### src/rtl/arbitro_rr_pcie.sv
// Purpose: round-robin arbiter that moves words from four input FIFOs (0..3)
//          to four output FIFOs (4..7), routed by data bits [9:8].
// Latency: pop_in is registered; push_out/data_out follow the pop by 1 cycle.
// Backpressure: a source is skipped while empty or while its destination is almost full.
//
// Ports:
//   clk, reset            single clock, asynchronous active-high reset
//   init                  configuration request (enter INIT, load thresholds)
//   umbral_L_in/_H_in     threshold values captured while in INIT with init=1
//   fifo_empty[3:0]       empty flags of input FIFOs 0..3
//   data_in0..3           first-word-fall-through head of each input FIFO
//   almost_full[3:0]      almost-full flags of output FIFOs 4..7 (bit j = FIFO 4+j)
//   pop_in[3:0]           one-hot pop to input FIFO k (registered)
//   push_out[3:0]         one-hot push to output FIFO 4+j (registered)
//   data_out              word accompanying push_out (registered, held when idle)
//   umbral_L/umbral_H     thresholds broadcast to the output FIFOs (registered)
//   estado[3:0]           one-hot state RESET/INIT/IDLE/ACTIVE
//   pkt_count[15:0]       words pushed since reset, wraps at 16 bits
module arbitro_rr_pcie #(
  // Data width; must be at least 10 because the destination lives in [9:8].
  parameter int TAMANO_DATOS = 12,
  parameter int UMBRALES_L_H = 8
) (
  input  logic                    clk,
  input  logic                    reset,
  input  logic                    init,
  input  logic [UMBRALES_L_H-1:0] umbral_L_in,
  input  logic [UMBRALES_L_H-1:0] umbral_H_in,
  input  logic [3:0]              fifo_empty,
  input  logic [TAMANO_DATOS-1:0] data_in0,
  input  logic [TAMANO_DATOS-1:0] data_in1,
  input  logic [TAMANO_DATOS-1:0] data_in2,
  input  logic [TAMANO_DATOS-1:0] data_in3,
  input  logic [3:0]              almost_full,
  output logic [3:0]              pop_in,
  output logic [3:0]              push_out,
  output logic [TAMANO_DATOS-1:0] data_out,
  output logic [UMBRALES_L_H-1:0] umbral_L,
  output logic [UMBRALES_L_H-1:0] umbral_H,
  output logic [3:0]              estado,
  output logic [15:0]             pkt_count
);

  typedef enum logic [3:0] {
    ST_RESET  = 4'b0001,
    ST_INIT   = 4'b0010,
    ST_IDLE   = 4'b0100,
    ST_ACTIVE = 4'b1000
  } estado_e;

  estado_e                 estado_q, estado_d;
  logic [1:0]              rr_ptr_q, rr_ptr_d;
  logic [3:0]              pop_in_q, pop_in_d;
  // Binary index of the source being popped, so the push stage needs no encoder.
  logic [1:0]              pop_idx_q, pop_idx_d;
  logic [3:0]              push_out_q, push_out_d;
  logic [TAMANO_DATOS-1:0] data_out_q, data_out_d;
  logic [UMBRALES_L_H-1:0] umbral_l_q, umbral_l_d;
  logic [UMBRALES_L_H-1:0] umbral_h_q, umbral_h_d;
  logic [15:0]             pkt_count_q, pkt_count_d;

  logic [TAMANO_DATOS-1:0] head [4];
  logic [1:0]              dest [4];
  logic [3:0]              elegible;
  logic                    gnt_vld;
  logic [1:0]              gnt_idx;
  logic [1:0]              cand;

  assign head[0] = data_in0;
  assign head[1] = data_in1;
  assign head[2] = data_in2;
  assign head[3] = data_in3;

  // Destination and eligibility per source, taken from the current head word.
  always_comb begin
    for (int k = 0; k < 4; k++) begin
      dest[k]     = head[k][9:8];
      elegible[k] = ~fifo_empty[k] & ~almost_full[dest[k]];
    end
  end

  // First eligible source starting at rr_ptr and wrapping modulo 4.
  always_comb begin
    gnt_vld = 1'b0;
    gnt_idx = rr_ptr_q;
    cand    = rr_ptr_q;
    for (int i = 0; i < 4; i++) begin
      cand = rr_ptr_q + 2'(i);
      if (!gnt_vld && elegible[cand]) begin
        gnt_vld = 1'b1;
        gnt_idx = cand;
      end
    end
  end

  // State register.
  always_ff @(posedge clk or posedge reset) begin
    if (reset) begin
      estado_q <= ST_RESET;
    end else begin
      estado_q <= estado_d;
    end
  end

  // Next-state logic; init always wins so software can reconfigure at any time.
  always_comb begin
    estado_d = estado_q;
    case (estado_q)
      ST_RESET: begin
        estado_d = ST_INIT;
      end
      ST_INIT: begin
        if (!init) begin
          estado_d = ST_IDLE;
        end
      end
      ST_IDLE: begin
        if (init) begin
          estado_d = ST_INIT;
        end else if (!(&fifo_empty)) begin
          estado_d = ST_ACTIVE;
        end
      end
      ST_ACTIVE: begin
        if (init) begin
          estado_d = ST_INIT;
        end else if (&fifo_empty) begin
          estado_d = ST_IDLE;
        end
      end
      default: begin
        estado_d = ST_RESET;
      end
    endcase
  end

  // Datapath next values.
  always_comb begin
    pop_in_d    = 4'b0000;
    pop_idx_d   = pop_idx_q;
    rr_ptr_d    = rr_ptr_q;
    push_out_d  = 4'b0000;
    data_out_d  = data_out_q;
    umbral_l_d  = umbral_l_q;
    umbral_h_d  = umbral_h_q;
    pkt_count_d = pkt_count_q;

    // Grant decided now, pop presented next cycle; the pointer only moves on a grant.
    if ((estado_q == ST_ACTIVE) && !init && gnt_vld) begin
      pop_in_d  = 4'b0001 << gnt_idx;
      pop_idx_d = gnt_idx;
      rr_ptr_d  = gnt_idx + 2'd1;
    end

    // The head is valid during the pop cycle, so the word and its route are
    // captured here. This is independent of the state, so a push already in
    // flight still completes when the FSM leaves ACTIVE.
    if (|pop_in_q) begin
      push_out_d = 4'b0001 << dest[pop_idx_q];
      data_out_d = head[pop_idx_q];
    end

    if ((estado_q == ST_INIT) && init) begin
      umbral_l_d = umbral_L_in;
      umbral_h_d = umbral_H_in;
    end

    // Count the push on the cycle it is visible on push_out; wraps naturally.
    if (|push_out_q) begin
      pkt_count_d = pkt_count_q + 16'd1;
    end
  end

  // Datapath registers; reset drops any in-flight push.
  always_ff @(posedge clk or posedge reset) begin
    if (reset) begin
      rr_ptr_q    <= 2'd0;
      pop_in_q    <= 4'b0000;
      pop_idx_q   <= 2'd0;
      push_out_q  <= 4'b0000;
      data_out_q  <= '0;
      umbral_l_q  <= '0;
      umbral_h_q  <= '0;
      pkt_count_q <= 16'd0;
    end else begin
      rr_ptr_q    <= rr_ptr_d;
      pop_in_q    <= pop_in_d;
      pop_idx_q   <= pop_idx_d;
      push_out_q  <= push_out_d;
      data_out_q  <= data_out_d;
      umbral_l_q  <= umbral_l_d;
      umbral_h_q  <= umbral_h_d;
      pkt_count_q <= pkt_count_d;
    end
  end

  assign pop_in    = pop_in_q;
  assign push_out  = push_out_q;
  assign data_out  = data_out_q;
  assign umbral_L  = umbral_l_q;
  assign umbral_H  = umbral_h_q;
  assign estado    = estado_q;
  assign pkt_count = pkt_count_q;

endmodule

### config.mk
export PLATFORM = sky130hd
export DESIGN_NAME = arbitro_rr_pcie
export DESIGN_NICKNAME = d
export VERILOG_FILES = /design/src/rtl/arbitro_rr_pcie.sv
export SDC_FILE = /design/constraint.sdc
export NUM_CORES = 1
export LEC_CHECK = 0
export CORE_MARGIN = 2
export CORE_UTILIZATION = 46
export DETAILED_ROUTE_END_ITERATION = 12
export MAX_ROUTING_LAYER = met4
export PLACE_DENSITY_LB_ADDON = 0.12
export SYNTH_ARGS = -nofsm -noshare
export SYNTH_HDL_FRONTEND = slang
export SYNTH_SLANG_ARGS = --single-unit
### constraint.sdc
create_clock -name clk -period 5.57 [get_ports clk]
set_clock_uncertainty 0.15 [all_clocks]
set_input_delay 0.557 -clock clk [delete_from_list [all_inputs] [get_ports clk]]
set_output_delay 0.557 -clock clk [all_outputs]
set_load 0.05 [all_outputs]
==> summary.md <==
| Metric | Value |
|---|---|
| Result of the run | complete, no violations |
| Mean post-synth cell area | 13.0 um^2 |
| Launch point of the worst reg-to-reg path | estado[2]$_DFFE_PP0P_ |
| Average routed wire per standard cell | 15.8 um |
| Growth of design area from synthesis to finish | 53.2% |
| Die H | 84.7 um |
| Total wirelength of the detailed-routed design | 7110 um |
| Worst Setup End Kind | flop |
| Critical Path Sink | rr_ptr_q[1]$_DFFE_PP0P_ |
| HPWL reported at the end of detailed placement | 5560 um |
| Most used cells in the layout excluding fill and tap cells | sky130_fd_sc_hd__clkdlybuf4s50_1, sky130_fd_sc_hd__dfrtp_1, sky130_fd_sc_hd__mux2_2 |
| Total power per unit cell area | 431 nW/um^2 |
| Number of port buffers | 130 |
| Global placer's final weighted congestion | 0.808 |
| Root Driver | sky130_fd_sc_hd__clkbuf_8 |
| Unrepaired setup endpoints after global routing | false |
| Area inside the core boundary | 6310 um^2 |
| Static leakage | 1.89 nW |
| Relative slew margins | 31.2% |
| Start-to-end type of the worst setup path | input port to flop |
| Required time at the worst-slack endpoint | 5.62 ns |
| Initial antenna violation count | 0 |
| Number of violations of the max-capacitance limit | 0 |
| Vias per cell | 5.28 |
| Clock latency on the worst-skew pair | 0.33 ns |
| VDD IR max | 369 uV |
| Total Neg Setup Slack | 0 ns |
| Number of hold-repair buffers added at the cts stage | 0 |
| Fill cell count | 451 |
| Yosys Warn Count | 0 |
| Final period util | 49.2% |
| Slack of the worst reg-to-reg path | 3.26 ns |
| Cell area after technology mapping | 3000 um^2 |
| Maximum number of pins on one net before global-route repair | 61 |
| Distinct cell type count of the synthesized netlist | 47 |
| Number of clock sinks | 60 |
| Aggregate global routing overflow | 0 |
| Worst reg2reg path endpoint | umbral_H[3]$_DFFE_PP0P_ |
| Wire length of the first global-routing pass | 12100 um |
| Worst Tran Pin Value | 1.03 ns |
| Path category of the worst min-delay check | flop to flop |
| TritonCTS Buffers | 9 |
| Cell depth of the worst flop-to-flop path | 3 |
| Remaining antenna violation count after routing | 0 |
| Number of flops mapped to enable cells by yosys | 0 |
| Count of state elements after synthesis | 60 |
| Minimum period implied by the final worst setup slack | 2.74 ns |
| Clock Tree Buf Depth | 2 |
| Register area share after synthesis | 50.1% |
| CP startpoint kind | input port |
| Number of nets in the synthesized netlist | 310 |
| Total global-route track usage | 22.2% |
| Die Outline Area | 7180 um^2 |
| Final Power | 1.98 mW |
| Vias in the first global route | 2513 |
| Gate count of the mapped netlist | 230 |
| Largest driver fanout on the critical path | 4 |
| I/O pin cnt | 131 |
| Number of detailed-routing iterations run before antenna repair | 4 |
| Flip-flop and latch area | 1500 um^2 |
| Starting density of the core | 47.5% |
| Clock Pin Slew Worst Setup and Hold Paths | 0.07 ns |
| Die Span X | 84.7 um |
| Final-report max-slew violation count | 0 |
| CTS HTree Levels | 3 |
| Post-route DRC | 0 |
| Data arrival at the endpoint of the critical path | 2.79 ns |
| Most common cell after layout, fill and taps aside | sky130_fd_sc_hd__clkdlybuf4s50_1 |
| Number of design-rule violations left by the first detailed-router iteration | 139 |
| Final hold viol count | 0 |
| PostCTS Resize Cnt | 0 |
| Highest clock rate | 365 MHz |
| Share of synthesized flip-flops with an asynchronous set or reset | 100% |
| Multi-input combinational cell area | 1440 um^2 |
| Setup Fix Bufs, Post-CTS | 0 |
| Vias after detailed routing | 2372 |
| CTS tree | yes |
| Share of layout cells above drive strength 1 | 17.7% |
| Leading register cell type out of synthesis | sky130_fd_sc_hd__dfrtp_1 |
| Antenna diodes | 0 |
| Setup crit start | data_in0[8] |
| Number of nets in the layout | 447 |
| Total of endpoints with negative setup slack in the final report | 0 |
| Site Rows | 29 |
[report_power, final]
group          switching [mW]  internal, mW
clock                   0.163         0.264
combinational           0.518         0.383
sequential              0.107         0.547
[stage by stage]
stage	util [%]	hold slack [ns]	cell area [um^2]	setup WS, ns	std cells
2_1_floorplan	-	0.441	3000	3.19	230
3_3_place_gp	69.3	0.312	4380	2.56	433
3_5_place_dp	69.3	0.313	4380	2.50	433
4_1_cts	72.8	0.325	4590	2.85	449
5_1_grt	72.8	0.340	4590	2.69	449
6_report	72.8	0.319	4590	2.83	449
[flip-flops by register name, indices dropped and copies added, names as in the netlist]
| signal | count |
|---|---|
| rr_ptr_q | 2 |
| umbral_H | 8 |
| pop_idx_q | 2 |
| estado | 4 |
| data_out | 12 |
| pkt_count | 16 |
| push_out | 4 |
| umbral_L | 8 |
| pop_in | 4 |
[routing by layer]
| layer | up-vias | track usage [%] | wire (um) |
|---|---|---|---|
| met2 | 95 | 35.2 | 3590 |
| li1 | 1127 | - | - |
| met5 | - | - | 0 |
| met3 | 12 | 5.60 | 361 |
| met4 | 0 | 7.94 | 123 |
| met1 | 1138 | 27.8 | 3030 |
[worst max-delay path, stage by stage]
cell and delay [ns]:
sky130_fd_sc_hd__clkdlybuf4s50_1 0.49, sky130_fd_sc_hd__mux4_2 0.51, sky130_fd_sc_hd__nor2_1 0.15, sky130_fd_sc_hd__a311oi_1 0.07, sky130_fd_sc_hd__a311oi_1 0.45, sky130_fd_sc_hd__inv_1 0.13, sky130_fd_sc_hd__ha_1 0.29, sky130_fd_sc_hd__nand2_1 0.06
sky130_fd_sc_hd__o21ai_0 0.07
[how the worst min path moves through the flow]
stage / startpoint / endpoint / cells past startpoint
after detailed placement: pkt_count[15]$_DFFE_PP0P_ / pkt_count[15]$_DFFE_PP0P_ / 1
after global routing: pkt_count[15]$_DFFE_PP0P_ / pkt_count[15]$_DFFE_PP0P_ / 1
after global placement: data_out[8]$_DFFE_PP0P_ / data_out[8]$_DFFE_PP0P_ / 2
after CTS: pkt_count[15]$_DFFE_PP0P_ / pkt_count[15]$_DFFE_PP0P_ / 1
final: pkt_count[15]$_DFFE_PP0P_ / pkt_count[15]$_DFFE_PP0P_ / 1
after floorplan: rr_ptr_q[0]$_DFFE_PP0P_ / rr_ptr_q[0]$_DFFE_PP0P_ / 2
[synth_stat cells (4+ instances only)]
cell type	instances	share of area, %
sky130_fd_sc_hd__dfrtp_1	59	49
sky130_fd_sc_hd__mux2_2	27	10
sky130_fd_sc_hd__nor2_1	14	1.8
sky130_fd_sc_hd__mux4_2	12	9.0
sky130_fd_sc_hd__nand2_1	12	1.5
sky130_fd_sc_hd__xnor2_1	12	3.5
sky130_fd_sc_hd__inv_1	7	0.88
sky130_fd_sc_hd__mux2i_1	6	2.0
sky130_fd_sc_hd__nand2b_1	6	1.3
sky130_fd_sc_hd__ha_1	5	2.1
sky130_fd_sc_hd__nor3_1	5	0.83
sky130_fd_sc_hd__a21oi_1	4	0.67
sky130_fd_sc_hd__and2_1	4	0.83
sky130_fd_sc_hd__buf_2	4	0.67
sky130_fd_sc_hd__o21ai_0	4	0.67
sky130_fd_sc_hd__xor2_1	4	1.2
[cell type report]
type                            count  share of cell area [%]
Clock buffer                       12                    3.16
Clock inverter                      4                    1.58
Inverter                            7                   0.572
Multi-Input combinational cell    157                    31.2
Sequential cell                    60                    32.7
Tap cell                           77                    2.10
Timing Repair Buffer              132                    28.6
[kinds of logic after synthesis]
group	after synthesis	synth area share, %
compound gates	28	7.26
xor+xnor	16	4.67
fa+ha+maj	5	2.09
buf+inv	13	2.04
flops	60	50.1
mux	46	22.0
simple gates	62	11.8
Note: power is estimated with default switching activity, not from simulation.
